### config.mk
export PLATFORM = sky130hd
export DESIGN_NAME = id_ex_pipe_reg_flat
export DESIGN_NICKNAME = d
export VERILOG_FILES = /design/src/rtl/id_ex_pipe_reg_if.sv /design/src/rtl/id_ex_pipe_reg.sv /design/src/flat_wrapper.sv
export SDC_FILE = /design/constraint.sdc
export NUM_CORES = 1
export LEC_CHECK = 0
export ABC_AREA = 1
export CAP_MARGIN = 5
export CORE_MARGIN = 4
export CORE_UTILIZATION = 40
export CTS_CLUSTER_DIAMETER = 120
export DETAILED_ROUTE_END_ITERATION = 7
export HOLD_SLACK_MARGIN = 0.1
export PLACE_DENSITY = 0.74
export SETUP_SLACK_MARGIN = 0.5
export SYNTH_ARGS = -nofsm -noshare
export SYNTH_HDL_FRONTEND = slang
export SYNTH_SLANG_ARGS = --single-unit
### constraint.sdc
create_clock -name clk_i -period 10.7 [get_ports clk_i]
set_input_delay 1.605 -clock clk_i [delete_from_list [all_inputs] [get_ports clk_i]]
set_output_delay 1.605 -clock clk_i [all_outputs]
set_load 0.02 [all_outputs]
### src/rtl/id_ex_pipe_reg_if.sv
// ID/EX boundary bundle: ID-stage decode results in, EX-stage operands out.
// The master drives the ID side; the slave is the pipeline register.
interface id_ex_pipe_reg_if #(
    parameter int unsigned XLEN  = 32,
    parameter int unsigned CNT_W = 16
);
    logic             valid_i;
    logic             freeze_i;
    logic             flush_i;
    logic [6:0]       opcode_i;
    logic [9:0]       funct_i;
    logic [XLEN-1:0]  pc_i;
    logic [XLEN-1:0]  rs1_data_i;
    logic [XLEN-1:0]  rs2_data_i;
    logic [XLEN-1:0]  imm_i;
    logic [4:0]       rs1_addr_i;
    logic [4:0]       rs2_addr_i;
    logic [4:0]       rd_addr_i;
    logic             reg_write_i;
    logic             mem_to_reg_i;
    logic             mem_read_i;
    logic             mem_write_i;
    logic             alu_src_i;
    logic [1:0]       alu_op_i;

    logic             valid_o;
    logic [XLEN-1:0]  pc_o;
    logic [XLEN-1:0]  rs1_data_o;
    logic [XLEN-1:0]  rs2_data_o;
    logic [XLEN-1:0]  imm_o;
    logic [9:0]       funct_o;
    logic [4:0]       rs1_addr_o;
    logic [4:0]       rs2_addr_o;
    logic [4:0]       rd_addr_o;
    logic             reg_write_o;
    logic             mem_to_reg_o;
    logic             mem_read_o;
    logic             mem_write_o;
    logic             alu_src_o;
    logic [1:0]       alu_op_o;
    logic             stall_o;
    logic [CNT_W-1:0] stall_cnt_o;
    logic [CNT_W-1:0] bubble_cnt_o;

    modport master (
        output valid_i, freeze_i, flush_i, opcode_i, funct_i, pc_i,
               rs1_data_i, rs2_data_i, imm_i, rs1_addr_i, rs2_addr_i, rd_addr_i,
               reg_write_i, mem_to_reg_i, mem_read_i, mem_write_i, alu_src_i, alu_op_i,
        input  valid_o, pc_o, rs1_data_o, rs2_data_o, imm_o, funct_o,
               rs1_addr_o, rs2_addr_o, rd_addr_o, reg_write_o, mem_to_reg_o,
               mem_read_o, mem_write_o, alu_src_o, alu_op_o, stall_o,
               stall_cnt_o, bubble_cnt_o
    );

    modport slave (
        input  valid_i, freeze_i, flush_i, opcode_i, funct_i, pc_i,
               rs1_data_i, rs2_data_i, imm_i, rs1_addr_i, rs2_addr_i, rd_addr_i,
               reg_write_i, mem_to_reg_i, mem_read_i, mem_write_i, alu_src_i, alu_op_i,
        output valid_o, pc_o, rs1_data_o, rs2_data_o, imm_o, funct_o,
               rs1_addr_o, rs2_addr_o, rd_addr_o, reg_write_o, mem_to_reg_o,
               mem_read_o, mem_write_o, alu_src_o, alu_op_o, stall_o,
               stall_cnt_o, bubble_cnt_o
    );
endinterface

### src/rtl/id_ex_pipe_reg.sv
// ID/EX pipeline register with load-use hazard detection, bubble insertion
// and saturating stall/bubble performance counters.
module id_ex_pipe_reg #(
    parameter int unsigned XLEN  = 32,
    parameter int unsigned CNT_W = 16
) (
    input  logic            clk_i,
    input  logic            rst_i,
    id_ex_pipe_reg_if.slave bus
);
    typedef enum logic [6:0] {
        OP_REG    = 7'b0110011,
        OP_IMM    = 7'b0010011,
        OP_LOAD   = 7'b0000011,
        OP_STORE  = 7'b0100011,
        OP_BRANCH = 7'b1100011
    } opcode_e;

    logic             ex_valid;
    logic [XLEN-1:0]  ex_pc;
    logic [XLEN-1:0]  ex_rs1_data;
    logic [XLEN-1:0]  ex_rs2_data;
    logic [XLEN-1:0]  ex_imm;
    logic [9:0]       ex_funct;
    logic [4:0]       ex_rs1_addr;
    logic [4:0]       ex_rs2_addr;
    logic [4:0]       ex_rd_addr;
    logic             ex_reg_write;
    logic             ex_mem_to_reg;
    logic             ex_mem_read;
    logic             ex_mem_write;
    logic             ex_alu_src;
    logic [1:0]       ex_alu_op;
    logic [CNT_W-1:0] stall_cnt;
    logic [CNT_W-1:0] bubble_cnt;

    logic uses_rs1;
    logic uses_rs2;
    logic rs1_match;
    logic rs2_match;
    logic hazard;

    always_comb begin
        uses_rs1 = 1'b0;
        uses_rs2 = 1'b0;
        case (opcode_e'(bus.opcode_i))
            OP_REG, OP_STORE, OP_BRANCH: begin
                uses_rs1 = 1'b1;
                uses_rs2 = 1'b1;
            end
            OP_IMM, OP_LOAD: uses_rs1 = 1'b1;
            default: ;
        endcase
    end

    // x0 is never a real destination, so a load into it cannot create a dependency.
    always_comb begin
        rs1_match = uses_rs1 && (ex_rd_addr == bus.rs1_addr_i);
        rs2_match = uses_rs2 && (ex_rd_addr == bus.rs2_addr_i);
        hazard    = bus.valid_i && ex_valid && ex_mem_read &&
                    (ex_rd_addr != 5'd0) && (rs1_match || rs2_match);
    end

    assign bus.stall_o = hazard && !bus.flush_i;

    always_ff @(posedge clk_i or posedge rst_i) begin
        if (rst_i) begin
            ex_valid      <= 1'b0;
            ex_pc         <= '0;
            ex_rs1_data   <= '0;
            ex_rs2_data   <= '0;
            ex_imm        <= '0;
            ex_funct      <= '0;
            ex_rs1_addr   <= '0;
            ex_rs2_addr   <= '0;
            ex_rd_addr    <= '0;
            ex_reg_write  <= 1'b0;
            ex_mem_to_reg <= 1'b0;
            ex_mem_read   <= 1'b0;
            ex_mem_write  <= 1'b0;
            ex_alu_src    <= 1'b0;
            ex_alu_op     <= '0;
            stall_cnt     <= '0;
            bubble_cnt    <= '0;
        end else if (!bus.freeze_i) begin
            if (bus.flush_i || hazard) begin
                // A flush swallows any concurrent hazard: one bubble, counted once.
                ex_valid      <= 1'b0;
                ex_pc         <= '0;
                ex_rs1_data   <= '0;
                ex_rs2_data   <= '0;
                ex_imm        <= '0;
                ex_funct      <= '0;
                ex_rs1_addr   <= '0;
                ex_rs2_addr   <= '0;
                ex_rd_addr    <= '0;
                ex_reg_write  <= 1'b0;
                ex_mem_to_reg <= 1'b0;
                ex_mem_read   <= 1'b0;
                ex_mem_write  <= 1'b0;
                ex_alu_src    <= 1'b0;
                ex_alu_op     <= '0;
                if (bubble_cnt != '1) begin
                    bubble_cnt <= bubble_cnt + CNT_W'(1);
                end
                if (!bus.flush_i && (stall_cnt != '1)) begin
                    stall_cnt <= stall_cnt + CNT_W'(1);
                end
            end else begin
                ex_valid      <= bus.valid_i;
                ex_pc         <= bus.pc_i;
                ex_rs1_data   <= bus.rs1_data_i;
                ex_rs2_data   <= bus.rs2_data_i;
                ex_imm        <= bus.imm_i;
                ex_funct      <= bus.funct_i;
                ex_rs1_addr   <= bus.rs1_addr_i;
                ex_rs2_addr   <= bus.rs2_addr_i;
                ex_rd_addr    <= bus.rd_addr_i;
                ex_reg_write  <= bus.reg_write_i  && bus.valid_i;
                ex_mem_to_reg <= bus.mem_to_reg_i && bus.valid_i;
                ex_mem_read   <= bus.mem_read_i   && bus.valid_i;
                ex_mem_write  <= bus.mem_write_i  && bus.valid_i;
                ex_alu_src    <= bus.alu_src_i    && bus.valid_i;
                ex_alu_op     <= bus.alu_op_i & {2{bus.valid_i}};
            end
        end
    end

    assign bus.valid_o      = ex_valid;
    assign bus.pc_o         = ex_pc;
    assign bus.rs1_data_o   = ex_rs1_data;
    assign bus.rs2_data_o   = ex_rs2_data;
    assign bus.imm_o        = ex_imm;
    assign bus.funct_o      = ex_funct;
    assign bus.rs1_addr_o   = ex_rs1_addr;
    assign bus.rs2_addr_o   = ex_rs2_addr;
    assign bus.rd_addr_o    = ex_rd_addr;
    assign bus.reg_write_o  = ex_reg_write;
    assign bus.mem_to_reg_o = ex_mem_to_reg;
    assign bus.mem_read_o   = ex_mem_read;
    assign bus.mem_write_o  = ex_mem_write;
    assign bus.alu_src_o    = ex_alu_src;
    assign bus.alu_op_o     = ex_alu_op;
    assign bus.stall_cnt_o  = stall_cnt;
    assign bus.bubble_cnt_o = bubble_cnt;
endmodule

### src/flat_wrapper.sv
// flat-port wrapper written by rule: the top's interface ports become plain ports
module id_ex_pipe_reg_flat 
#(
    parameter int unsigned XLEN  = 32,
    parameter int unsigned CNT_W = 16
)
  (clk_i, rst_i, bus_valid_i, bus_freeze_i, bus_flush_i, bus_opcode_i, bus_funct_i, bus_pc_i, bus_rs1_data_i, bus_rs2_data_i, bus_imm_i, bus_rs1_addr_i, bus_rs2_addr_i, bus_rd_addr_i, bus_reg_write_i, bus_mem_to_reg_i, bus_mem_read_i, bus_mem_write_i, bus_alu_src_i, bus_alu_op_i, bus_valid_o, bus_pc_o, bus_rs1_data_o, bus_rs2_data_o, bus_imm_o, bus_funct_o, bus_rs1_addr_o, bus_rs2_addr_o, bus_rd_addr_o, bus_reg_write_o, bus_mem_to_reg_o, bus_mem_read_o, bus_mem_write_o, bus_alu_src_o, bus_alu_op_o, bus_stall_o, bus_stall_cnt_o, bus_bubble_cnt_o);
  id_ex_pipe_reg_if #(.XLEN(XLEN), .CNT_W(CNT_W)) bus_i ();
  input  logic clk_i;
  input  logic rst_i;
  input wire logic [$bits(bus_i.valid_i)-1:0] bus_valid_i;
  input wire logic [$bits(bus_i.freeze_i)-1:0] bus_freeze_i;
  input wire logic [$bits(bus_i.flush_i)-1:0] bus_flush_i;
  input wire logic [$bits(bus_i.opcode_i)-1:0] bus_opcode_i;
  input wire logic [$bits(bus_i.funct_i)-1:0] bus_funct_i;
  input wire logic [$bits(bus_i.pc_i)-1:0] bus_pc_i;
  input wire logic [$bits(bus_i.rs1_data_i)-1:0] bus_rs1_data_i;
  input wire logic [$bits(bus_i.rs2_data_i)-1:0] bus_rs2_data_i;
  input wire logic [$bits(bus_i.imm_i)-1:0] bus_imm_i;
  input wire logic [$bits(bus_i.rs1_addr_i)-1:0] bus_rs1_addr_i;
  input wire logic [$bits(bus_i.rs2_addr_i)-1:0] bus_rs2_addr_i;
  input wire logic [$bits(bus_i.rd_addr_i)-1:0] bus_rd_addr_i;
  input wire logic [$bits(bus_i.reg_write_i)-1:0] bus_reg_write_i;
  input wire logic [$bits(bus_i.mem_to_reg_i)-1:0] bus_mem_to_reg_i;
  input wire logic [$bits(bus_i.mem_read_i)-1:0] bus_mem_read_i;
  input wire logic [$bits(bus_i.mem_write_i)-1:0] bus_mem_write_i;
  input wire logic [$bits(bus_i.alu_src_i)-1:0] bus_alu_src_i;
  input wire logic [$bits(bus_i.alu_op_i)-1:0] bus_alu_op_i;
  output wire logic [$bits(bus_i.valid_o)-1:0] bus_valid_o;
  output wire logic [$bits(bus_i.pc_o)-1:0] bus_pc_o;
  output wire logic [$bits(bus_i.rs1_data_o)-1:0] bus_rs1_data_o;
  output wire logic [$bits(bus_i.rs2_data_o)-1:0] bus_rs2_data_o;
  output wire logic [$bits(bus_i.imm_o)-1:0] bus_imm_o;
  output wire logic [$bits(bus_i.funct_o)-1:0] bus_funct_o;
  output wire logic [$bits(bus_i.rs1_addr_o)-1:0] bus_rs1_addr_o;
  output wire logic [$bits(bus_i.rs2_addr_o)-1:0] bus_rs2_addr_o;
  output wire logic [$bits(bus_i.rd_addr_o)-1:0] bus_rd_addr_o;
  output wire logic [$bits(bus_i.reg_write_o)-1:0] bus_reg_write_o;
  output wire logic [$bits(bus_i.mem_to_reg_o)-1:0] bus_mem_to_reg_o;
  output wire logic [$bits(bus_i.mem_read_o)-1:0] bus_mem_read_o;
  output wire logic [$bits(bus_i.mem_write_o)-1:0] bus_mem_write_o;
  output wire logic [$bits(bus_i.alu_src_o)-1:0] bus_alu_src_o;
  output wire logic [$bits(bus_i.alu_op_o)-1:0] bus_alu_op_o;
  output wire logic [$bits(bus_i.stall_o)-1:0] bus_stall_o;
  output wire logic [$bits(bus_i.stall_cnt_o)-1:0] bus_stall_cnt_o;
  output wire logic [$bits(bus_i.bubble_cnt_o)-1:0] bus_bubble_cnt_o;
  assign bus_i.valid_i = bus_valid_i;
  assign bus_i.freeze_i = bus_freeze_i;
  assign bus_i.flush_i = bus_flush_i;
  assign bus_i.opcode_i = bus_opcode_i;
  assign bus_i.funct_i = bus_funct_i;
  assign bus_i.pc_i = bus_pc_i;
  assign bus_i.rs1_data_i = bus_rs1_data_i;
  assign bus_i.rs2_data_i = bus_rs2_data_i;
  assign bus_i.imm_i = bus_imm_i;
  assign bus_i.rs1_addr_i = bus_rs1_addr_i;
  assign bus_i.rs2_addr_i = bus_rs2_addr_i;
  assign bus_i.rd_addr_i = bus_rd_addr_i;
  assign bus_i.reg_write_i = bus_reg_write_i;
  assign bus_i.mem_to_reg_i = bus_mem_to_reg_i;
  assign bus_i.mem_read_i = bus_mem_read_i;
  assign bus_i.mem_write_i = bus_mem_write_i;
  assign bus_i.alu_src_i = bus_alu_src_i;
  assign bus_i.alu_op_i = bus_alu_op_i;
  assign bus_valid_o = bus_i.valid_o;
  assign bus_pc_o = bus_i.pc_o;
  assign bus_rs1_data_o = bus_i.rs1_data_o;
  assign bus_rs2_data_o = bus_i.rs2_data_o;
  assign bus_imm_o = bus_i.imm_o;
  assign bus_funct_o = bus_i.funct_o;
  assign bus_rs1_addr_o = bus_i.rs1_addr_o;
  assign bus_rs2_addr_o = bus_i.rs2_addr_o;
  assign bus_rd_addr_o = bus_i.rd_addr_o;
  assign bus_reg_write_o = bus_i.reg_write_o;
  assign bus_mem_to_reg_o = bus_i.mem_to_reg_o;
  assign bus_mem_read_o = bus_i.mem_read_o;
  assign bus_mem_write_o = bus_i.mem_write_o;
  assign bus_alu_src_o = bus_i.alu_src_o;
  assign bus_alu_op_o = bus_i.alu_op_o;
  assign bus_stall_o = bus_i.stall_o;
  assign bus_stall_cnt_o = bus_i.stall_cnt_o;
  assign bus_bubble_cnt_o = bus_i.bubble_cnt_o;
  id_ex_pipe_reg #(.XLEN(XLEN), .CNT_W(CNT_W)) u_core (.clk_i(clk_i), .rst_i(rst_i), .bus(bus_i));
endmodule
* Word-level counts from Yosys, hierarchy flattened
Index checks and enable logic that the tools add are counted.
** Word-level totals
- Input bits :: 172
- Output and inout port bits :: 194
- Register bits :: 193
** Cells by class
- Add/subtract/negate cells :: 2
- Reduce and logical (&&, ||, !) cells :: 21
- Mux-type cells :: 17
- Bitwise gates (word level) :: 2
- Eq/ne operators :: 9
** Operator list (number)
- 32-bit 2-to-1 mux :: 4
- 16-bit by 1-bit adder with 16-bit output (second input constant) :: 2
- 16-bit inequality test (second input constant) :: 2
- 5-bit 2-to-1 mux :: 3
- 7-bit by 6-bit == test with 1-bit output (second input constant) :: 2
- 1-bit logical AND :: 13
- 5-bit == test :: 2
- 10-bit 2-to-1 mux :: 1
- 1-bit 2-to-1 mux :: 8
- 7-bit by 2-bit == test with 1-bit output (second input constant) :: 1
- 7-bit by 5-bit == test with 1-bit output (second input constant) :: 1
- 7-bit == test (second input constant) :: 1
- 3-bit AND reduction :: 2
- 5-bit nonzero test :: 1
- 5-bit OR reduction :: 1
- 3-bit OR reduction :: 1
- 2-bit AND :: 1
- 1-bit logical OR :: 2
- 2-bit 2-to-1 mux :: 1
- 1-bit logical NOT :: 1
- 1-bit inverter :: 1

* Depth between registers and ports, before layout
- Depth in word-level cells :: 8
- Depth in mapped cells :: 12
- Mapped depth without buffers :: 11

* Worst setup path before layout
Ideal clock, no wire load.
- Path kind :: input to output
- Start point :: input bus_valid_i
- End point :: output bus_stall_o
- Data arrival time :: 2.373 ns
- Stages :: 5
- Path slack :: 6.722 ns
- Cells stage by stage :: buf_4 > nand4_1 > nor4_1 > nand4_1 > nor2_1
** Between the ends
- Cells in the longest elaborated chain, start to end :: 5
** Ends and longest elaborated chain
- from (decl) :: line flat_wrapper.sv:11 : input wire logic [$bits(bus_i.valid_i)-1:0] bus_valid_i;
- 1-bit logical AND (3 in series) :: line id_ex_pipe_reg.sv:60 : hazard = bus.valid_i && ex_valid && ex_mem_read &&
- 1-bit logical AND :: line id_ex_pipe_reg.sv:61 : (ex_rd_addr != 5'd0) && (rs1_match || rs2_match);
- 1-bit logical AND :: line id_ex_pipe_reg.sv:64 : assign bus.stall_o = hazard && !bus.flush_i;
- to (decl) :: line flat_wrapper.sv:44 : output wire logic [$bits(bus_i.stall_o)-1:0] bus_stall_o;
No other way between the ends.

* Final worst setup path
Same ends and word-level chain as after synthesis.

==> metrics.md <==
| Metric | Value |
|---|---|
| Outcome | `complete, no violations` |
| Area Overhead vs Synth | `49.4%` |
| Tot GR Track Use | `22.9%` |
| Place WS | `5.49 ns` |
| Vias/cell | `approximately 4.9` |
| CP required | `9.10 ns` |
| Delay-heaviest family, CP | `buffers and inverters` |
| H-tree Lvls | `4` |
| # IOs | `366` |
| Vias in the first global route | `7966` |
| CP cell instances | `clkdlybuf4s50_1 > nand4_1 > nor4_1 > nand4_1 > nor2_1 > clkdlybuf4s50_1` |
| Finished layout cell area | `12900 sq um` |
| CP peak stage delay | `0.80 ns` |
| Layout cells sized above 1 | `3.78%` |
| CTS Buf Count | `17` |
| FF+latch count, synth | `193` |
| Vias | `8076` |
| Fin Clk Skew | `0.0126 ns` |
| Worst hold path type | `flip-flop to flip-flop` |
| Buf+Inv Stages, Crit Path | `2` |
| Post-synth net total | `1208` |
| Grt ovf | `0` |
| Hold_buf cts | `0` |
| Antenna violations before repair | `0` |
| Post-CTS setup repair buffer count | `0` |
| # setup viols final | `0` |
| Final min period | `between 5 and 6 ns` |
| DR iter-0 viols | `between 600 and 700` |
| # DRC | `0` |
| CP Max Fanout | `10` |
| DP HPWL | `19300 um` |
| Fin worst setup slack | `5.43 ns` |
| Syn Inst Count | `1034` |
| Biggest area consumer among synthesized cells | `dfrtp_1` |
| DIE WIDTH | `155 um` |
| WL per Instance | `16.9 um` |
| PD cells | `between 100 and 150 nW/um^2` |
| Row cnt | `53` |
| TritonRoute pass-1 iters | `5` |
| Final #Nets | `between 1500 and 2000` |
| Post-DP Area | `12300 sq um` |
| Hold violation count in the final report | `0` |
| Setup CP Type | `input pin to primary output` |
| Worst-Margin Slew | `1.12 ns` |
| VDD IR max | `103 uV` |
| Diode count | `0` |
| Maximum Capacitance Violations | `0` |
| Clock transition at path regs | `0.07 ns` |
| Initial Util | `40.8%` |
| Mapped Avg Cell Area | `8.35 sq um` |
| Mapped Area | `8640 sq um` |
| Fmax | `roughly 190 MHz` |
| Max Slew Vio Count | `0` |
| First-pass GRT wire length | `43900 um` |
| Post-route ant nets | `0` |
| Buffers on Ports | `365` |
| Largest net degree at the start of global routing | `133` |
| Synth Flop Type | `dfrtp_1` |
| Wirelength, routed | `27800 um` |
| Crit path capture type | `primary output` |
| DIE HEIGHT | `155 um` |
| Register area share after synthesis | `55.9%` |
| Top cells by area, synth | `dfrtp_1 (56%), nand2_1 (19%), o21ai_1 (5.9%), nand3_1 (2.8%), o21ai_0 (2.8%)` |
| Worst path arrival time | `3.67 ns` |
| Top cell type's share of synthesized area | `55.9%` |
| Slowest cell on crit path | `clkdlybuf4s50_1` |
| # resized after CTS | `0` |
| Yosys warnings | `0` |
| Max Root-Sink Buffers | `2` |
| RSZ-0062 raised after global routing | `false` |
| Total Die Area | `24000 sq um` |
| Most common cell in the synthesized netlist | `nand2_1` |
| Fraction of registers with async set/reset | `100%` |
| Power Total | `0.00188 W` |
| Root buf cell | `clkbuf_16` |
| EDFF count, synth | `0` |
| Final GP Congestion | `a little under 0.9` |
| Clock Latency Late Sink | `0.44 ns` |
| Period utilization | `49.3%` |
| CP Launch Type | `input pin` |
| Commonest cells in the netlist | `nand2_1 (438), dfrtp_1 (193), o21ai_1 (101)` |
| Core Footprint | `21200 sq um` |
| WHS | `0.482 ns` |
| Setup TNS | `0 ns` |
| Rel. slew slack | `25.4%` |
| Leak Pwr | `5.80 nW` |
| Unique cell type count in the Yosys netlist | `26` |
| CTS tree | `built` |
| Clock sink count | `193` |
## cell usage in the layout, fill, tap and decap left out, types with 3 or more instances in the layout
master	synthesis	layout
inv_6	0	4
o21ai_1	101	101
o22ai_1	5	5
nor2_2	3	3
nand3_1	49	49
inv_1	36	35
xnor2_1	13	13
clkdlybuf4s50_1	0	364
clkbuf_16	0	17
dfrtp_1	193	193
clkinv_8	0	3
xor2_1	15	15
inv_8	0	4
buf_4	4	4
nor3_1	4	4
inv_2	5	5
o21ai_0	49	49
nand4_1	14	14
nor2_1	37	37
nand2_1	438	438
## final timing paths
check	to	slack (ns)	startpoint	cells past startpoint
setup / recovery	bus_stall_o	5.43	bus_valid_i	6
hold / removal	u_core.bus.alu_op_o[1]	0.48	u_core.bus.alu_op_o[1]	2
setup reg to reg	u_core.bus.rs2_data_o[19]	7.85	u_core.bus.rd_addr_o[4]	10
hold reg to reg	u_core.bus.alu_op_o[1]	0.48	u_core.bus.alu_op_o[1]	2
max in group asynchronous	u_core.bus.pc_o[3]	7.49	rst_i	3
min in group asynchronous	u_core.bus.rs1_data_o[21]	1.75	rst_i	2
## worst min-delay path, stage by stage (launching register included)
cell and delay, ns:
dfrtp_1 0.35, nand2_1 0.05, nand2_1 0.05
## where the power goes
group	switching (W)	total (W)	leakage, nW	internal, W
registers	0.0000472	0.000835	2.54	0.000788
logic	0.000215	0.000412	2.98	0.000197
clock network	0.000314	0.000638	0.285	0.000325
## metrics by stage
stage / utilization [%] / instances
4_1_cts: 61.0 / 1650
2_1_floorplan: - / 1034
3_3_place_gp: 58.2 / 1618
3_5_place_dp: 58.2 / 1618
5_1_grt: 61.0 / 1650
6_report: 61.0 / 1650
## routing by layer
layer,vias up,part of all wire [%],track usage [%]
met4,0,2.8,8.16
met1,3796,41,29.2
met2,288,49,37.7
met5,-,0,0
met3,46,7.2,5.95
li1,3946,-,-
## layout make-up
class / count / area, sq um
clock buffers: 19 / 453
clock inverters: 13 / 141
fillers: 1884 / 8250
inverters: 43 / 171
multi-input cells: 738 / 3280
flip-flops and latches: 193 / 4830
well taps: 275 / 344
repair buffers: 369 / 3680
## cell families (layout without fill, tap and decap cells)
family                     count (synthesis)  in the layout  synth area share, %
AOI/OAI and AO/OA                        155            155                 9.06
and+or+nand+nor                          553            553                 25.7
buffers and inverters                    103            444                 6.17
adders and majority gates                  2              2                0.290
xor gates and xnor gates                  28             28                 2.84
DFF                                      193            193                 55.9
## registers in the layout, summed over array words and instances, names as in the netlist, 2 cells and up
signal / flops
u_core.bus.alu_op_o: 2
u_core.bus.bubble_cnt_o: 16
u_core.bus.funct_o: 10
u_core.bus.imm_o: 32
u_core.bus.pc_o: 32
u_core.bus.rd_addr_o: 5
u_core.bus.rs1_addr_o: 5
u_core.bus.rs1_data_o: 32
u_core.bus.rs2_addr_o: 5
u_core.bus.rs2_data_o: 32
u_core.bus.stall_cnt_o: 16
No activity file was read; power rests on OpenSTA's default activity.
==> RTL change 1: new RTL, same flow settings <==
`XLEN` is set to 32 in 3 places; all go to 40.
--- a/src/rtl/id_ex_pipe_reg_if.sv
+++ b/src/rtl/id_ex_pipe_reg_if.sv
@@ -3,3 +3,3 @@
 interface id_ex_pipe_reg_if #(
-    parameter int unsigned XLEN  = 32,
+    parameter int unsigned XLEN  = 40,
     parameter int unsigned CNT_W = 16
--- a/src/rtl/id_ex_pipe_reg.sv
+++ b/src/rtl/id_ex_pipe_reg.sv
@@ -3,3 +3,3 @@
 module id_ex_pipe_reg #(
-    parameter int unsigned XLEN  = 32,
+    parameter int unsigned XLEN  = 40,
     parameter int unsigned CNT_W = 16
--- a/src/flat_wrapper.sv
+++ b/src/flat_wrapper.sv
@@ -3,3 +3,3 @@
 #(
-    parameter int unsigned XLEN  = 32,
+    parameter int unsigned XLEN  = 40,
     parameter int unsigned CNT_W = 16
Ports: changed (8 resized); port bits go from 366 to 430. No check against the original RTL was run, so the function may have changed too.
==> RTL change 1 against the original RTL <==
  * Sequential cell count is 32 higher
  * Setup slack better by 240 ps
  * Register-to-register slack worse by 120 ps
  * Combinational power is 15% higher
  * Synthesized area is 13% higher
  * Sequential power is 16% higher
  * Wire length is 19% higher
  * Sequential share of layout area is 0.086 points lower
  * Synthesized cell count is 12% higher
  * Final area is 17% higher
  * Critical path depth is 4 higher
  * Cell count is 15% higher
  * Count of clock-buffer cells in the layout is 16 higher
  * Power is 25% higher
  * Critical path type unchanged
==> RTL change 1: results (changes against the original RTL) <==
Hold Path Origin - u_core.bus.alu_op_o[0]$_DFFE_PP0N_
Clock Latency Late Sink - 520 ps (+80 ps)
Leakage - 6.71 nW (+16%)
CTS buffer count - 25 (+8)
Layout Cells excl Fill - 1898 (+15%)
internal power - 0.00171 W (+30%)
Placer Congestion - 0.877 (-1.4%)
total power draw - 0.00235 W (+25%)
CP arrival - 3430 ps (-240 ps)
Buffers on Ports - 429 (+18%)
seq pwr - 0.000971 W (+16%)
WL per Instance - 17.4 um (+3.3%)
post-synth cell types - 25 (-3.8%)
Total GRT Usage - 23.2% (+0.37 points)
HPWL Detailed - 22800 um (+18%)
initial drt markers - 725 (+14%)
Repair and plain buffers - 434 (+18%)
largest net degree at the start of global routing - 113 (-15%)
RR Startpoint - u_core.bus.rd_addr_o[0]$_DFFE_PP0N_
final hold slack - 480 ps (-1.77 ps)
Seq/total area - 37.3% (-0.086 points)
clock network power share - 38.6% (+4.7 points)
Worst slew margin - 28.5% (+3.1 points)
H-tree depth - 1 (-3)
multi-input logic area - 3670 um2 (+12%)
Critical R2R Capture - u_core.bus.rs1_addr_o[4]$_DFFE_PP0N_
Final Skew - 12.5 ps (-0.108 ps)
Synth Net Count - 1368 (+13%)
dpl ws - 5670 ps (+180 ps)
clk cell area share - 5.80% (+1.2 points)
Cell Area, Placed - 14200 um2 (+15%)
Diodes inserted - 2 (+2)
first-pass GRT wire length - 50400 um (+15%)
Final Critical Period - 5030 ps (-241 ps)
ratio of cells with drive above 1 in the final layout - 4.33% (+0.54 points)
Seq/Total Area, Yosys - 57.5% (+1.6 points)
#FFs+latches synth - 225 (+17%)
outcome - finished, final reports clean
#MultiIn Comb - 826 (+12%)
Longest Clk Path Bufs - 3 (+1)
largest stage delay on the critical path - 610 ps (-190 ps)
initial antenna violation count - 2 (+2)
Fill cells - 2047 (+8.7%)
[RTL change 1: cell types whose count changed after synthesis, moves of 8 or more]
cell and delta:
buf_2 +15, buf_6 -8, dfrtp_1 +32, nand2_1 +67, o21ai_0 +121, o21ai_1 -98
o21ai_2 +11
[RTL change 1: kinds of logic (layout without fill, tap and decap cells)]
kind of cell / Yosys count / in the layout / share of synthesized area [%]
AOI/OAI and AO/OA: 189 / 189 / 10.1
xor gates and xnor gates: 26 / 26 / 2.33
adders and majority gates: 2 / 2 / 0.255
buffers and inverters: 111 / 521 / 5.17
DFF: 225 / 225 / 57.5
other: 0 / 2 / 0
and+or+nand+nor: 609 / 609 / 24.6
[RTL change 1: routing by layer]
metal	vias to the layer above	track usage, %	part of all wire [%]
li1	4492	-	-
met5	-	0	0
met1	4357	28.9	40
met2	346	38.9	47
met3	72	6.41	8.6
met4	0	8.43	3.6
==> RTL change 2: new RTL, same settings <==
Made on the original files. Reset style: synchronous (`rst_i`), changed in one clocked block.
--- a/src/rtl/id_ex_pipe_reg.sv
+++ b/src/rtl/id_ex_pipe_reg.sv
@@ -65,3 +65,3 @@
 
-    always_ff @(posedge clk_i or posedge rst_i) begin
+    always_ff @(posedge clk_i) begin
         if (rst_i) begin
Check against the original RTL: differs if rst_i is asserted again (counterexample within 4 cycles, from zero or initial values and one cycle with rst_i high); with rst_i held inactive, the same outputs for 4 cycles.
==> RTL change 2 against the original RTL <==
  * Setup slack better by 190 ps
  * Power is 14% lower
  * Global-route usage is 1.4 points higher
  * Combinational power is 43% lower
  * Synthesized cell count is 5.3% higher
  * Count of clock-buffer cells in the layout stayed put
  * Wire length is 6.1% higher
  * Synthesized area is 4.1% lower
  * First-iteration DRC count is 18% higher
  * Sequential share of layout area is 6.3 points lower
  * Final area is 3.7% lower
  * Sequential cell count stayed put
  * Critical path type unchanged
==> RTL change 2: results (changes against the original RTL) <==
Fill cells - 1875 (-0.48%)
vias in the first global route - 8182 (+2.7%)
Placer Congestion - 0.880 (-1.1%)
HPWL Detailed - 19800 um (+2.4%)
WL final - 29500 um (+6.1%)
initial drt markers - 750 (+18%)
ratio of cells with drive above 1 in the final layout - 3.87% (+0.092 points)
Synth Net Count - 1263 (+4.6%)
placed instance count - 1632 (+0.87%)
Vias - 8783 (+8.8%)
largest net degree at the start of global routing - 104 (-22%)
switching pwr - 0.000432 W (-25%)
final hold slack - 462 ps (-20.3 ps)
outcome - finished, final reports clean
ys flop type - dfxtp_1
reg2reg path depth - 9 (-1)
syn_area_per_cell - 7.60 um2 (-8.9%)
drt via density - 5.27 (+7.6%)
initial antenna violation count - 3 (+3)
compound-gate portion of the synthesized area - 11.7% (+2.7 points)
Final Skew - 10.7 ps (-1.95 ps)
IR drop worst, VDD - 0.0959 mV (-7.3%)
Reg2Reg Setup Slack - 7730 ps (-120 ps)
first-pass GRT wire length - 46300 um (+5.4%)
Synth top cells by count - nand2_1 (267), dfxtp_1 (193), a21oi_1 (189)
Seq/Total Area, Yosys - 46.7% (-9.3 points)
[RTL change 2: routing by layer]
metal  part of all wire [%]  GRT usage (%)  wire (um)  vias to the layer above
li1                       -              -          -                     4344
met1                     42           30.7      12300                     4086
met2                     49           39.5      14500                      290
met3                    5.3           5.12       1570                       63
met4                    4.0           11.8       1190                        0
met5                      0              0          0                        -
[RTL change 2: stage by stage]
step,util [%],area (um2),total power (W),worst slack (ps)
after floorplan,-,8280,0.000875,6770
after global placement,58.3,11800,0.00100,5690
after detailed placement,58.3,11800,0.00101,5640
after CTS,61.2,12400,0.00164,5630
after global routing,61.2,12400,0.00169,5470
final,61.2,12400,0.00163,5620
[RTL change 2: worst paths after layout]
check	start	endpoint
min reg2reg	u_core.bus.imm_o[22]$_SDFFE_PP0N_	u_core.bus.imm_o[22]$_SDFFE_PP0N_
max reg2reg	u_core.bus.rd_addr_o[0]$_SDFFE_PP0N_	u_core.bus.imm_o[29]$_SDFFE_PP0N_
max	bus_valid_i	bus_stall_o
min	u_core.bus.imm_o[22]$_SDFFE_PP0N_	u_core.bus.imm_o[22]$_SDFFE_PP0N_
[RTL change 2: critical path, cell delays in order]
cell and delay (ps):
clkdlybuf4s50_1 680, nand4_1 130, nand3b_1 170, nor2_1 90
nand3_1 120, inv_1 80, clkdlybuf4s50_1 600
[RTL change 2: cell type report]
cell class / instances / area, um2 / area share, %
repair buffers: 372 / 3700 / 29.8
clock inverters: 13 / 144 / 1.16
diodes: 3 / 7.51 / 0.0604
inverters: 42 / 163 / 1.31
multi-input cells: 755 / 3760 / 30.3
clock buffers: 19 / 443 / 3.56
flip-flops and latches: 193 / 3860 / 31.1
well taps: 270 / 338 / 2.72
[RTL change 2: cells by family after synthesis]
| kind of cell | count (synthesis) |
|---|---|
| adders and majority gates | 2 |
| DFF | 193 |
| buffers and inverters | 141 |
| xor gates and xnor gates | 25 |
| AOI/OAI and AO/OA | 193 |
| and+or+nand+nor | 535 |
[RTL change 2: power by group through the flow]
stage | Sequential [W] | Combinational (W) | Clock, W
after detailed placement | 0.000770 | 0.000235 | 0
after CTS | 0.000754 | 0.000236 | 0.000650
after global routing | 0.000756 | 0.000252 | 0.000686
after global placement | 0.000769 | 0.000234 | 0
after floorplan | 0.000798 | 0.0000773 | 0
final | 0.000754 | 0.000236 | 0.000636
